<file path="src/rtl/uart_rx.sv">
// uart_rx: 8N1 UART receiver paced by a 16x oversampling tick; optional parity via UART_RX_PARITY_EN
module uart_rx #(
  parameter int DBIT    = 8,
  parameter int SB_TICK = 16,
  parameter int OS      = 16
`ifdef UART_RX_PARITY_EN
  ,
  parameter bit PAR_ODD = 1'b0
`endif
) (
  input  logic            clk,
  input  logic            reset,
  input  logic            s_tick,
  input  logic            rx,
  input  logic            rx_rd,
  output logic [DBIT-1:0] rx_data,
  output logic            rx_valid,
  output logic            rx_done,
  output logic            frame_err,
  output logic            ovr_err,
`ifdef UART_RX_PARITY_EN
  output logic            par_err,
`endif
  output logic            busy
);
  localparam int TW = $clog2(OS * 2);
  localparam int BW = $clog2(DBIT + 1);
  localparam logic [TW-1:0] HALF    = TW'(OS / 2 - 1);
  localparam logic [TW-1:0] FULL    = TW'(OS - 1);
  localparam logic [TW-1:0] SB_LAST = TW'(SB_TICK - 1);
  localparam logic [BW-1:0] B_LAST  = BW'(DBIT - 1);

  typedef enum logic [2:0] {IDLE, START, DATA, PARITY, STOP} state_t;

  state_t          state, state_n;
  logic [TW-1:0]   tick_cnt, tick_n;
  logic [BW-1:0]   bit_cnt, bit_n;
  logic [DBIT-1:0] shreg, shreg_n;
  logic            rx_meta, rx_s;
  logic            done_n;
`ifdef UART_RX_PARITY_EN
  logic            par_bit, par_n;
`endif

  assign busy = (state != IDLE);

  // two-flop synchronizer; preset high so reset never looks like a start edge
  always_ff @(posedge clk or posedge reset)
    if (reset) {rx_s, rx_meta} <= 2'b11;
    else {rx_s, rx_meta} <= {rx_meta, rx};

  // FSM and datapath state registers
  always_ff @(posedge clk or posedge reset)
    if (reset) begin
      state    <= IDLE;
      tick_cnt <= '0;
      bit_cnt  <= '0;
      shreg    <= '0;
`ifdef UART_RX_PARITY_EN
      par_bit  <= 1'b0;
`endif
    end else begin
      state    <= state_n;
      tick_cnt <= tick_n;
      bit_cnt  <= bit_n;
      shreg    <= shreg_n;
`ifdef UART_RX_PARITY_EN
      par_bit  <= par_n;
`endif
    end

  // next-state: edge check every clk in IDLE, everything else advances only on s_tick
  always_comb begin
    state_n = state;
    tick_n  = tick_cnt;
    bit_n   = bit_cnt;
    shreg_n = shreg;
    done_n  = 1'b0;
`ifdef UART_RX_PARITY_EN
    par_n   = par_bit;
`endif
    case (state)
      IDLE:
        if (!rx_s) begin
          state_n = START;
          tick_n  = '0;
        end
      START:
        if (s_tick) begin
          if (tick_cnt == HALF) begin
            tick_n  = '0;
            bit_n   = '0;
            state_n = rx_s ? IDLE : DATA;
          end else tick_n = tick_cnt + 1'b1;
        end
      DATA:
        if (s_tick) begin
          if (tick_cnt == FULL) begin
            tick_n  = '0;
            shreg_n = {rx_s, shreg[DBIT-1:1]};
            bit_n   = bit_cnt + 1'b1;
`ifdef UART_RX_PARITY_EN
            if (bit_cnt == B_LAST) state_n = PARITY;
`else
            if (bit_cnt == B_LAST) state_n = STOP;
`endif
          end else tick_n = tick_cnt + 1'b1;
        end
`ifdef UART_RX_PARITY_EN
      PARITY:
        if (s_tick) begin
          if (tick_cnt == FULL) begin
            tick_n  = '0;
            par_n   = rx_s;
            state_n = STOP;
          end else tick_n = tick_cnt + 1'b1;
        end
`endif
      STOP:
        if (s_tick) begin
          if (tick_cnt == SB_LAST) begin
            tick_n  = '0;
            state_n = IDLE;
            done_n  = 1'b1;
          end else tick_n = tick_cnt + 1'b1;
        end
      default: state_n = IDLE;
    endcase
  end

  // host side: completion beats a simultaneous read, but that read still counts as draining the old byte
  always_ff @(posedge clk or posedge reset)
    if (reset) begin
      rx_data   <= '0;
      rx_valid  <= 1'b0;
      rx_done   <= 1'b0;
      frame_err <= 1'b0;
      ovr_err   <= 1'b0;
`ifdef UART_RX_PARITY_EN
      par_err   <= 1'b0;
`endif
    end else begin
      rx_done <= done_n;
      if (done_n) begin
        rx_data   <= shreg;
        rx_valid  <= 1'b1;
        frame_err <= (frame_err & ~rx_rd) | ~rx_s;
        ovr_err   <= (ovr_err | rx_valid) & ~rx_rd;
`ifdef UART_RX_PARITY_EN
        par_err   <= (par_err & ~rx_rd) | (^shreg ^ par_bit ^ PAR_ODD);
`endif
      end else if (rx_rd) begin
        rx_valid  <= 1'b0;
        frame_err <= 1'b0;
        ovr_err   <= 1'b0;
`ifdef UART_RX_PARITY_EN
        par_err   <= 1'b0;
`endif
      end
    end
endmodule

</file>
<file path="config.mk">
export PLATFORM = sky130hd
export DESIGN_NAME = uart_rx
export DESIGN_NICKNAME = d
export VERILOG_FILES = /design/src/rtl/uart_rx.sv
export SDC_FILE = /design/constraint.sdc
export NUM_CORES = 1
export LEC_CHECK = 0
export CORE_MARGIN = 2
export CORE_UTILIZATION = 55
export DETAILED_ROUTE_END_ITERATION = 16
export MAX_ROUTING_LAYER = met4
export PLACE_DENSITY_LB_ADDON = 0.05
export REMOVE_ABC_BUFFERS = 1
export SYNTH_ARGS = -nofsm -noshare
export SYNTH_HDL_FRONTEND = slang
export SYNTH_SLANG_ARGS = --single-unit
</file>
<file path="constraint.sdc">
create_clock -name clk -period 2.19 [get_ports clk]
set_input_delay 0.219 -clock clk [delete_from_list [all_inputs] [get_ports clk]]
set_output_delay 0.219 -clock clk [all_outputs]
set_load 0.02 [all_outputs]
</file>
==> results by group, run 1 <==
Run status
  – Status: finished clean

Timing
  – Clock period minus worst slack: 2.09 ns
  – Final setup TNS: 0 ns
  – Crit share post-route: 95.3%
  – Worst setup margin: 0.103 ns
  – Worst slew margin: 67.2%
  – Pins Over Slew Limit: 0
  – RSZ-0062 raised after global routing: no
  – Fin. Hold Viols: 0
  – Final setup viols: 0
  – Final Skew: 0.00734 ns
  – Fin Hold WS: 0.173 ns
  – Pin slew with the least headroom to its limit: 0.493 ns
  – F_max: 479 MHz

Clocking
  – Hold Buf Count CTS: 0
  – Clock transition at path regs: 0.10 ns
  – Root buffer cell: clkbuf_4
  – Htree depth: 2
  – Setup bufs post-CTS: 0
  – CTS tree: yes
  – CTS Buffer Depth: 2
  – Num CTS Buffers: 5
  – Clk sinks: 34
  – Clk_lat worst skew: 0.33 ns
  – Post-CTS resize count: 0

Setup path
  – Reg2reg end: shreg[1]
  – Startpoint Class: flop
  – Worst R2R Start: tick_cnt[0]
  – Crit Path Max Fanout: 17
  – Kind of critical path: flop to primary output
  – Worst-case reg-to-reg path depth: 6
  – Crit path to: busy
  – CP startpoint: state[2]
  – Crit path DAT: 1.87 ns
  – CP endpoint kind: primary output
  – Critical Path RT: 1.97 ns
  – Reg2Reg Setup Slack: 0.18 ns

Global routing
  – Total Routing Usage GR: 22.1%
  – Vias in the first global route: 1184
  – Remaining Overflow, GRT: 0
  – Largest net degree at the start of global routing: 18
  – Initial antenna violation count: 0
  – Global-route wire length before repair: 5.38 mm

Yosys
  – Post-synthesis sequential area ratio: 53.4%
  – Synth top area share: 50.1%
  – Unique masters post-synth: 46
  – EDFF count, synth: 0
  – Post-synth top cells: dfrtp_1 (32), mux2_2 (18), inv_1 (8)
  – Seq cells post-synth: 34
  – XOR/XNOR Fraction of Synth Area: 0.548%
  – Post-synth ARST share: 100%
  – Post-synthesis adder-cell area fraction: 2.35%
  – Synth area leaders: dfrtp_1 (50%), mux2_2 (13%), dfstp_2 (3.3%)
  – Post-synthesis mux area share: 13.3%
  – Count leader, synth: dfrtp_1
  – Main combinational cell family by area after synthesis: simple AND/OR/NAND/NOR gates
  – Cell area after synthesis: 1600 um2
  – Mean area per synthesized cell: 11.9 um2
  – Simple-Gate Fraction of Synth Area: 14.3%
  – Post-synthesis compound-gate area fraction: 12.8%
  – Gate Count Post-Synth: 134
  – Yosys warning count: 0
  – Yosys top cell by area: dfrtp_1
  – Most used flip-flop cell after synthesis: dfrtp_1

Layout
  – Area grow syn2layout: 18.2%
  – Filler instances: 215
  – Post-route insts no fill: 191
  – Register area: 853 um2
  – Final net count: 167
  – Share of cells above drive strength 1: 23.1%
  – Ant diodes: 0
  – Multi-input logic area: 691 um2

Hold path
  – HP Class: input port to asynchronous set/reset pin

Routing
  – DRT iter0 DRCs: 23
  – Met3 WL: 133 um
  – Met2 WL: 1.61 mm
  – Total Wirelength: 3.17 mm
  – Post-DR wirelength/cell: 16.6 um
  – Post-route ant nets: 0
  – Met1 wire length: 1.37 mm
  – Total number of vias: 1146
  – Drt pass-1 iters: 4
  – Via/cell ratio: 6.00
  – # DRC: 0
  – Top Layer Used: met4

Placement
  – # port buffers: 17
  – Cell Count Post-Placement: 183
  – Pre-CTS WS: 0.210 ns
  – Dpl hpwl: 2.31 mm
  – Gpl congestion: 0.838

Floorplanning
  – IO Pins: 18
  – Initial Util: 57.9%
  – Die area: 3350 um2
  – Core area: 2760 um2
  – Die width: 57.9 um
  – Rows: 19
  – Die Y: 57.9 um

Power and ir drop
  – Pwr Total: 1.50 mW
  – Max IR drop VDD: 0.706 mV
  – Leakage: 0.881 nW
  – PD cells: 792 nW/um2

Run
  – Max Cap Viol: 0
-- worst min-delay path by stage --
stage / start / end / slack (ns)
floorplan: rx / rx_meta / 0.22
global route: reset / rx_data[1] / 0.23
finish: reset / frame_err / 0.17
detailed placement: rx_meta / rx_s / 0.35
global placement: rx_meta / rx_s / 0.35
CTS: reset / rx_data[1] / 0.18
-- through the flow --
| stage | cell area, um2 | util, % |
|---|---|---|
| after floorplan | 1570 | - |
| after global placement | 1830 | 66.3 |
| after detailed placement | 1830 | 66.3 |
| after CTS | 1890 | 68.5 |
| after global routing | 1890 | 68.5 |
| final | 1890 | 68.5 |
-- layer usage --
layer | up-vias | global-route usage [%]
met5 | - | -
met2 | 33 | 36.5
li1 | 545 | -
met4 | 0 | 8.64
met3 | 8 | 5.80
met1 | 560 | 25.9
-- layout make-up --
class | count | area share (%)
inverter | 8 | 1.59
sequential | 34 | 45.2
multi-input combinational | 87 | 36.6
clock inverter | 1 | 0.265
tap | 31 | 2.05
clock buffer | 7 | 2.92
timing repair buffer | 23 | 11.4
-- cell usage in the layout (no fill, tap or decap), types with 2 or more instances in the layout --
| cell | n |
|---|---|
| a211o_1 | 2 |
| a21o_1 | 3 |
| a21oi_1 | 3 |
| a22o_1 | 3 |
| buf_4 | 6 |
| clkbuf_4 | 5 |
| clkdlybuf4s50_1 | 17 |
| dfrtp_1 | 32 |
| dfstp_2 | 2 |
| ha_1 | 3 |
| inv_1 | 8 |
| mux2_2 | 18 |
| nand2_1 | 4 |
| nand2b_1 | 7 |
| nand3_1 | 5 |
| nand3b_1 | 2 |
| nor2_1 | 3 |
| nor3_1 | 2 |
| o21ai_0 | 5 |
-- sequential cells by signal, indices dropped and copies added, names as in the netlist --
signal / flops
rx_done: 1
ovr_err: 1
rx_data: 8
shreg: 8
rx_meta: 1
rx_valid: 1
bit_cnt: 4
tick_cnt: 5
frame_err: 1
rx_s: 1
state: 3
-- kinds of logic after synthesis --
kind of cell,count (synthesis)
buffers and inverters,13
flip-flops,34
multiplexers,19
AND/OR/NAND/NOR,36
XOR/XNOR,1
AO/OA/AOI/OAI,28
adder cells (fa/ha/maj),3
-- power breakdown --
part / total [mW] / internal, mW / switching (mW)
Combinational: 0.366 / 0.181 / 0.185
Clock: 0.359 / 0.156 / 0.204
Sequential: 0.770 / 0.685 / 0.0847
Total: 1.50 / 1.02 / 0.474
-- worst max-delay path, cell delays in order, from the launching register on --
cell             delay [ns]
dfrtp_1                0.57
or3_1                  0.41
clkdlybuf4s50_1        0.55
Power figures use the tool's default switching activity.
==> inputs of run 2 (changes only) <==
--- a/config.mk
+++ b/config.mk
@@ -5,12 +5,14 @@
 export SDC_FILE = /design/constraint.sdc
 export NUM_CORES = 1
 export LEC_CHECK = 0
+export ABC_AREA = 1
 export CORE_MARGIN = 2
 export CORE_UTILIZATION = 55
 export DETAILED_ROUTE_END_ITERATION = 16
 export MAX_ROUTING_LAYER = met4
 export PLACE_DENSITY_LB_ADDON = 0.05
 export REMOVE_ABC_BUFFERS = 1
+export SLEW_MARGIN = 20
 export SYNTH_ARGS = -nofsm -noshare
 export SYNTH_HDL_FRONTEND = slang
 export SYNTH_SLANG_ARGS = --single-unit
==> run 2 against run 1 <==
  * Area after synthesis grew 8.7%
  * Non-clock buffer count is 5 lower
  * Clock power rose by 17%
  * Sequential share of layout area is 3.1 points lower
  * Cell area rose by 7.3%
  * Synthesized cell count increased by 54%
  * Via count rose by 18%
  * Critical endpoint unchanged
  * Largest power group unchanged
==> results by group, run 2 <==
Floorplanning
  – Core area: 3030 um2 (+9.8%)
  – IO Pins: 18 (unchanged)
  – Rows: 20 (+1)
  – Die Y: 60.2 um (+4.0%)
  – Die area: 3620 um2 (+8.1%)
  – Die width: 60.2 um (+4.0%)
  – Initial Util: 57.4% (-0.58 points)

Layout
  – Biggest registers after layout: rx_data: 8 flops, shreg: 8 flops, tick_cnt: 5 flops
  – Fin util: 66.9% (-1.6 points)
  – Final net count: 237 (+42%)
  – Most frequent cells in the layout: nand2_1 (67), dfrtp_1 (32), inv_1 (24), clkdlybuf4s50_1 (17), nand3_1 (15)
  – Post-route insts no fill: 274 (+43%)
  – Area grow syn2layout: 16.6%
  – Cell area after layout: 2030 um2 (+7.3%)
  – Ant diodes: 0 (unchanged)
  – Most common cell after layout, fill and taps aside: nand2_1
  – Share of cells above drive strength 1: 17.8% (-5.3 points)

Routing
  – Post-route ant nets: 0 (unchanged)
  – Total number of vias: 1348 (+18%)
  – Via/cell ratio: 4.92 (-18%)
  – Met3 WL: 108 um (-19%)
  – # DRC: 0 (unchanged)
  – Met2 WL: 1.53 mm (-4.8%)
  – Met1 wire length: 1.40 mm (+2.9%)
  – Top Layer Used: met4
  – Post-DR wirelength/cell: 11.1 um (-33%)
  – Drt pass-1 iters: 4 (unchanged)
  – Total Wirelength: 3.06 mm (-3.5%)
  – DRT iter0 DRCs: 95 (+310%)

Yosys
  – Seq cells post-synth: 34 (unchanged)
  – Unique masters post-synth: 27 (-41%)
  – Post-synth ARST share: 100% (unchanged)
  – Cell area after synthesis: 1740 um2 (+8.7%)
  – Gate Count Post-Synth: 206 (+54%)
  – Synth top area share: 46.1% (-4.0 points)
  – Yosys warning count: 0 (unchanged)
  – Post-synth top cells: nand2_1 (67), dfrtp_1 (32), inv_1 (24)
  – EDFF count, synth: 0 (unchanged)
  – Post-synthesis sequential area ratio: 49.1% (-4.3 points)
  – Count leader, synth: nand2_1
  – Mean area per synthesized cell: 8.43 um2 (-29%)
  – Synth area leaders: dfrtp_1 (46%), nand2_1 (14%), inv_1 (5.2%)
  – Yosys top cell by area: dfrtp_1
  – Most used flip-flop cell after synthesis: dfrtp_1

Setup path
  – Critical Path RT: 1.97 ns (about the same)
  – Crit path DAT: 1.67 ns (-0.20 ns)
  – Worst-case reg-to-reg path depth: 10 (+4)
  – Reg2Reg Setup Slack: 0.58 ns (+0.40 ns)
  – Crit Path Max Fanout: 5 (-12)
  – CP endpoint kind: primary output
  – Kind of critical path: flop to primary output
  – Startpoint Class: flop
  – Worst R2R Start: tick_cnt[1]
  – Reg2reg end: state[1]

Clocking
  – Root buffer cell: clkbuf_4
  – Setup bufs post-CTS: 0 (unchanged)
  – Post-CTS resize count: 0 (unchanged)
  – CTS Buffer Depth: 2 (unchanged)
  – Htree depth: 2 (unchanged)
  – CTS tree: yes
  – Clk sinks: 34 (unchanged)
  – Num CTS Buffers: 5 (unchanged)
  – Clock transition at path regs: 0.11 ns (about the same)
  – Clk_lat worst skew: 0.33 ns (about the same)
  – Hold Buf Count CTS: 0 (unchanged)

Placement
  – Dpl hpwl: 2.25 mm (-2.6%)
  – Post-DP Area: 1950 um2 (+6.5%)
  – Cell Count Post-Placement: 266 (+45%)
  – Pre-CTS WS: 0.500 ns (+0.290 ns)
  – # port buffers: 17 (unchanged)
  – Gpl congestion: 0.886 (+5.8%)

Timing
  – Crit share post-route: 86.3% (-9.0 points)
  – Worst setup margin: 0.300 ns (+0.197 ns)
  – Clock period minus worst slack: 1.89 ns (-0.197 ns)
  – Final Skew: 0.0118 ns (+0.00449 ns)
  – Final setup viols: 0 (unchanged)
  – Fin Hold WS: 0.283 ns (+0.110 ns)
  – Worst slew margin: 72.0% (+4.9 points)
  – Fin. Hold Viols: 0 (unchanged)
  – Final setup TNS: 0 ns (unchanged)
  – RSZ-0062 raised after global routing: no
  – Pins Over Slew Limit: 0 (unchanged)
  – F_max: 529 MHz (+10%)
  – Pin slew with the least headroom to its limit: 0.419 ns (-0.0732 ns)

Run
  – Max Cap Viol: 0 (unchanged)

Global routing
  – Initial antenna violation count: 0 (unchanged)
  – Remaining Overflow, GRT: 0 (unchanged)
  – Global-route wire length before repair: 5.35 mm (-0.52%)
  – Largest net degree at the start of global routing: 35 (+17)
  – Total Routing Usage GR: 20.6% (-1.6 points)
  – Vias in the first global route: 1261 (+6.5%)

Power and ir drop
  – Pwr Total: 1.83 mW (+22%)
  – Max IR drop VDD: 0.415 mV (-41%)
  – PD cells: 902 nW/um2 (+14%)
  – Leakage: 1.00 nW (+14%)

Hold path
  – HP Class: input port to asynchronous set/reset pin

Run status
  – Status: finished clean
run 2: cell count changes in the layout (fill, tap and decap cells not counted), moves of 5 or more:
cell / previous run / this run
nand2_1: 4 / 67
mux2_2: 18 / 0
inv_1: 8 / 24
nand3_1: 5 / 15
o21ai_2: 0 / 10
nor2_1: 3 / 12
nand2b_1: 7 / 0
buf_4: 6 / 1
run 2: logic make-up (layout without fill, tap and decap cells):
| kind of cell | after synthesis | count (layout) | share of synthesized area [%] |
|---|---|---|---|
| buffers and inverters | 31 | 55 | 7.64 |
| flip-flops | 34 | 34 | 49.1 |
| adder cells (fa/ha/maj) | 3 | 3 | 2.16 |
| XOR/XNOR | 1 | 1 | 0.504 |
| AO/OA/AOI/OAI | 26 | 26 | 10.1 |
| AND/OR/NAND/NOR | 111 | 111 | 30.5 |
run 2: worst max-delay path: stages (launching register included):
cell,delay (ns)
dfrtp_1,0.46
inv_2,0.09
nand2_1,0.07
nor2_1,0.14
inv_1,0.05
clkdlybuf4s50_1,0.53
run 2: power breakdown:
group          switching [mW]  internal [mW]
Combinational           0.436          0.223
Sequential             0.0681          0.680
Clock                   0.202          0.219
run 2: final cells by class:
| type | count | area [um2] |
|---|---|---|
| Clock buffer | 8 | 78.8 |
| Inverter | 29 | 110 |
| Timing Repair Buffer | 18 | 178 |
| Multi-Input combinational cell | 141 | 751 |
| Fill cell | 272 | 1000 |
| Tap cell | 44 | 55.1 |
| Sequential cell | 34 | 853 |
run 2: how the worst max path moves through the flow:
stage                     cells after the start   startpoint          end
after floorplan                              10  tick_cnt[0]     state[1]
after global placement                        8       s_tick  tick_cnt[3]
after detailed placement                      8       s_tick  tick_cnt[3]
after CTS                                     5     state[1]         busy
after global routing                          5     state[1]         busy
final                                         5     state[1]         busy
run 2: routing by layer:
metal | up-vias | GRT usage (%)
met3 | 2 | 5.63
met1 | 630 | 23.5
met4 | 0 | 7.62
met2 | 16 | 34.3
li1 | 700 | -
met5 | - | -
==> inputs of run 3 (changes only) <==
--- a/config.mk
+++ b/config.mk
@@ -6,11 +6,13 @@
 export NUM_CORES = 1
 export LEC_CHECK = 0
 export ABC_AREA = 1
+export CELL_PAD_IN_SITES_DETAIL_PLACEMENT = 1
+export CELL_PAD_IN_SITES_GLOBAL_PLACEMENT = 1
 export CORE_MARGIN = 2
-export CORE_UTILIZATION = 55
+export CORE_UTILIZATION = 42
 export DETAILED_ROUTE_END_ITERATION = 16
 export MAX_ROUTING_LAYER = met4
-export PLACE_DENSITY_LB_ADDON = 0.05
+export PLACE_DENSITY_LB_ADDON = 0.1
 export REMOVE_ABC_BUFFERS = 1
 export SLEW_MARGIN = 20
 export SYNTH_ARGS = -nofsm -noshare
==> run 3 against run 2 <==
  * Critical path depth stayed put
  * Largest cell class unchanged
  * Flip-flop and latch count unchanged
  * Cell area up 1.4%
  * Hold slack got worse by 0.013 ns
  * Critical endpoint unchanged
  * Count of clock-buffer cells in the layout down 1
  * Critical path type unchanged
==> results by group, run 3 (same netlist as run 2, synthesis figures left out) <==
Run status
  – Status: finished clean

Setup path
  – Worst path top cell family by delay: buffers and inverters
  – Critical Path RT: 1.97 ns (about the same)
  – Crit path DAT: 1.63 ns (-0.04 ns)
  – CP startpoint: state[1]
  – Worst path slowest cell: clkdlybuf4s50_1
  – CP endpoint kind: primary output
  – Crit Path Max Fanout: 5 (unchanged)
  – WP buf/inv: 3 (unchanged)
  – Worst R2R Start: tick_cnt[1]
  – Worst path max stage delay: 0.53 ns (about the same)
  – Kind of critical path: flop to primary output
  – Startpoint Class: flop
  – Crit-path cells: inv_2 -> nand2_1 -> nor2_1 -> inv_1 -> clkdlybuf4s50_1

Power and ir drop
  – PD cells: 935 nW/um2 (+3.7%)
  – Max IR drop VDD: 0.418 mV (+0.85%)
  – Leakage: 1.01 nW (+0.84%)
  – Pwr Total: 1.92 mW (+5.1%)

Layout
  – Most frequent cells in the layout: nand2_1 (67), dfrtp_1 (32), inv_1 (24), clkdlybuf4s50_1 (17), nand3_1 (15)
  – Ant diodes: 0 (unchanged)
  – Most common cell after layout, fill and taps aside: nand2_1
  – Biggest registers after layout: rx_data: 8 flops, shreg: 8 flops, tick_cnt: 5 flops
  – Area grow syn2layout: 18.2%
  – Post-route insts no fill: 281 (+2.6%)
  – Filler instances: 502 (+85%)
  – Share of cells above drive strength 1: 17.7% (-0.077 points)
  – Final net count: 238 (+0.42%)

Timing
  – Pin slew with the least headroom to its limit: 0.330 ns (-0.0899 ns)
  – Crit share post-route: 84.2% (-2.1 points)
  – Final setup TNS: 0 ns (unchanged)
  – Final setup viols: 0 (unchanged)
  – Final Skew: 0.00591 ns (-0.00592 ns)
  – Worst setup margin: 0.345 ns (+0.0449 ns)
  – RSZ-0062 raised after global routing: no
  – Pins Over Slew Limit: 0 (unchanged)
  – F_max: 542 MHz (+2.4%)
  – Clock period minus worst slack: 1.84 ns (-0.0449 ns)
  – Fin. Hold Viols: 0 (unchanged)
  – Worst slew margin: 78.0% (+6.0 points)

Global routing
  – Initial antenna violation count: 0 (unchanged)
  – Largest net degree at the start of global routing: 22 (-37%)
  – Global-route wire length before repair: 6.77 mm (+26%)
  – Vias in the first global route: 1487 (+18%)
  – Total Routing Usage GR: 20.4% (-0.14 points)
  – Remaining Overflow, GRT: 0 (unchanged)

Floorplanning
  – Rows: 23 (+15%)
  – Die Y: 68.3 um (+13%)
  – Initial Util: 43.4% (-14 points)
  – Core area: 4000 um2 (+32%)
  – Die area: 4670 um2 (+29%)
  – Die width: 68.3 um (+13%)
  – IO Pins: 18 (unchanged)

Clocking
  – CTS Buffer Depth: 2 (unchanged)
  – Num CTS Buffers: 5 (unchanged)
  – Htree depth: 2 (unchanged)
  – CTS tree: yes
  – Hold Buf Count CTS: 0 (unchanged)
  – Post-CTS resize count: 0 (unchanged)
  – Clk_lat worst skew: 0.28 ns (-0.05 ns)
  – Root buffer cell: clkbuf_8
  – Clk sinks: 34 (unchanged)
  – Clock transition at path regs: 0.07 ns (-0.04 ns)
  – Setup bufs post-CTS: 0 (unchanged)

Routing
  – Total Wirelength: 3.87 mm (+27%)
  – Post-DR wirelength/cell: 13.8 um (+23%)
  – Drt pass-1 iters: 4 (unchanged)
  – DRT iter0 DRCs: 78 (-18%)
  – Post-route ant nets: 0 (unchanged)
  – # DRC: 0 (unchanged)
  – Via/cell ratio: 5.00 (+1.6%)
  – Total number of vias: 1404 (+4.2%)

Placement
  – Cell Count Post-Placement: 273 (+2.6%)
  – # port buffers: 17 (unchanged)
  – Gpl congestion: 0.872 (-1.6%)
  – Dpl hpwl: 2.94 mm (+31%)
  – Pre-CTS WS: 0.476 ns (-0.0237 ns)

Run
  – Max Cap Viol: 0 (unchanged)

Hold path
  – HP Class: input port to asynchronous set/reset pin
[run 3: area by class of cell]
type | instances | area (um2) | share of cell area [%]
clock buffers | 7 | 86.3 | 4.20
clock inverters | 1 | 5.00 | 0.244
inverters | 29 | 110 | 5.36
multi-input cells | 141 | 751 | 36.6
flip-flops and latches | 34 | 853 | 41.6
well taps | 50 | 62.6 | 3.05
repair buffers | 19 | 185 | 9.02
[run 3: worst paths after layout]
| check | endpoint | slack, ns | cells after the start |
|---|---|---|---|
| worst min register to register | rx_s | 0.36 | 0 |
| worst min-delay path | rx_valid | 0.27 | 3 |
| worst max-delay path | busy | 0.35 | 5 |
| worst max register to register | state[1] | 0.49 | 10 |
| min in group clk | rx_meta | 0.35 | 1 |
| max in group asynchronous | rx_s | 1.61 | 3 |
[run 3: where the power goes]
group          switching [mW]  internal [mW]  total (mW)  leakage, nW
sequential             0.0712          0.680       0.752        0.458
combinational           0.474          0.225       0.698        0.505
clock                   0.217          0.253       0.470       0.0482
[run 3: routing by layer]
metal | track usage, % | share of wire, % | vias up | wire length, um
met5 | - | 0 | - | 0
met4 | 9.25 | 1.6 | 0 | 61
met2 | 34.6 | 52 | 17 | 2030
met3 | 4.61 | 2.5 | 7 | 97
li1 | - | - | 698 | -
met1 | 23.0 | 43 | 682 | 1680
[run 3: tightest hold or removal path, cell delays in order]
cell and delay (ns):
clkdlybuf4s50_1 0.40, inv_1 0.08, buf_4 0.21
[run 3: stage by stage]
stage	utilization (%)	hold WS (ns)	area [um2]
detailed placement	49.0	0.351	1960
global placement	49.0	0.347	1960
floorplan	-	0.223	1710
CTS	51.3	0.266	2050
finish	51.3	0.269	2050
global route	51.3	0.284	2050
==> variant, RTL diff (settings of run 3) <==
`shreg` no longer has a reset.
--- a/src/rtl/uart_rx.sv
+++ b/src/rtl/uart_rx.sv
@@ -56,5 +56,4 @@
       tick_cnt <= '0;
       bit_cnt  <= '0;
-      shreg    <= '0;
 `ifdef UART_RX_PARITY_EN
       par_bit  <= 1'b0;
@@ -64,9 +63,12 @@
       tick_cnt <= tick_n;
       bit_cnt  <= bit_n;
-      shreg    <= shreg_n;
 `ifdef UART_RX_PARITY_EN
       par_bit  <= par_n;
 `endif
     end
+
+  always_ff @(posedge clk) begin
+    shreg <= shreg_n;
+  end
 
   // next-state: edge check every clk in IDLE, everything else advances only on s_tick
Behaviour: same outputs for any inputs over 10 cycles, from zero or initial values and one cycle with reset high; that may be too few to reach the edited logic, so the function may still have changed.
==> variant against run 3 <==
  * Clock skew rose by 0.0038 ns
  * Synthesized cell count fell by 13%
  * Worst setup slack worse by 0.047 ns
  * Final area fell by 4.2%
  * Synthesized area shrank 6.6%
  * Clock power rose by 27%
  * Via count down 8.6%
  * First-iteration DRC count down 41%
  * Sequential power rose by 9.4%
  * Wire length down 7.4%
  * Total power is 16% higher
  * Sequential cell count unchanged
  * Critical path type unchanged
  * Largest cell class unchanged
==> variant: results (changes against run 3) <==
Status - finished clean
Via density per instance - 5.09 (+1.9%)
DR WL met3 - 131 um (+35%)
Clock skew - 0.00971 ns (+0.00380 ns)
DP Area - 1850 um2 (-5.7%)
Fin cells - 252 (-10%)
Largest net degree at the start of global routing - 27 (+23%)
Post-synth ARST share - 0.765 (-0.235)
Met2 wire len - 1.69 mm (-17%)
Mean routed wirelength per cell - 14.2 um (+3.3%)
CP startpoint - state[0]
R2R Path Start - tick_cnt[0]
Area of the multi-input gates - 659 um2 (-12%)
Crit Reg-Reg Endpoint - rx_data[7]
NonClk Buf Share - 0.0903 (+0.000141)
Non-clock inverter count - 16 (-45%)
Metal-1 WL - 1.66 mm (-1.5%)
Met1 usage - 0.241 (+0.0118)
Syn Inst Count - 180 (-13%)
Seq cells - 34 (unchanged)
Synth unique cells - 24 (-11%)
Sequential cell area share - 0.454 (+0.0386)
Pint - 1.36 mW (+17%)
First-pass GRT wire length - 6.26 mm (-7.5%)
Clock-cell share - 0.0592 (+0.0147)
Multi-input combinational area share - 0.335 (-0.0304)
Maximum VDD drop - 0.803 mV (+92%)
GRT Total Usage - 0.202 (-0.00259)
Post-synth top cells - nand2_1 (69), dfrtp_1 (24), nand3_1 (12)
Leakage - 0.943 nW (-6.7%)
Routability cong. - 0.840 (-3.7%)
Post-DP HPWL - 2.61 mm (-11%)
Die W - 66.2 um (-3.1%)
Worst hold slack - 0.290 ns (+0.0210 ns)
Vias in the first global route - 1,344 (-9.6%)
Filler cell count - 452 (-10%)
Top cells by area, synth - dfrtp_1 (37%), nand2_1 (16%), edfxtp_1 (15%)
Fraction of layout cells with a size suffix above 1 - 0.152 (-0.0255)
Met3 Track Usage GR - 0.0528 (+0.00676)
Initial DRC Count - 46 (-41%)
#MultiIn Comb - 128 (-9.2%)
-- variant: cell count changes after synthesis, moves of 4 or more --
| cell | delta |
|---|---|
| dfrtp_1 | -8 |
| edfxtp_1 | +8 |
| o21ai_0 | -4 |
| nand4_1 | +4 |
| o21ai_2 | -10 |
| inv_1 | -13 |
-- variant: kinds of logic after synthesis --
logic type,synth area share
XOR/XNOR,0.0162
AO/OA/AOI/OAI,0.0301
flip-flops,0.551
buffers and inverters,0.0432
adder cells (fa/ha/maj),0.0308
AND/OR/NAND/NOR,0.329
-- variant: power groups by stage --
stage | clock [mW] | combinational, mW | sequential [mW]
CTS | 0.613 | 0.815 | 0.823
global route | 0.636 | 0.907 | 0.835
detailed placement | 0 | 0.804 | 0.831
floorplan | 0 | 0.610 | 0.806
finish | 0.599 | 0.809 | 0.823
global placement | 0 | 0.777 | 0.825
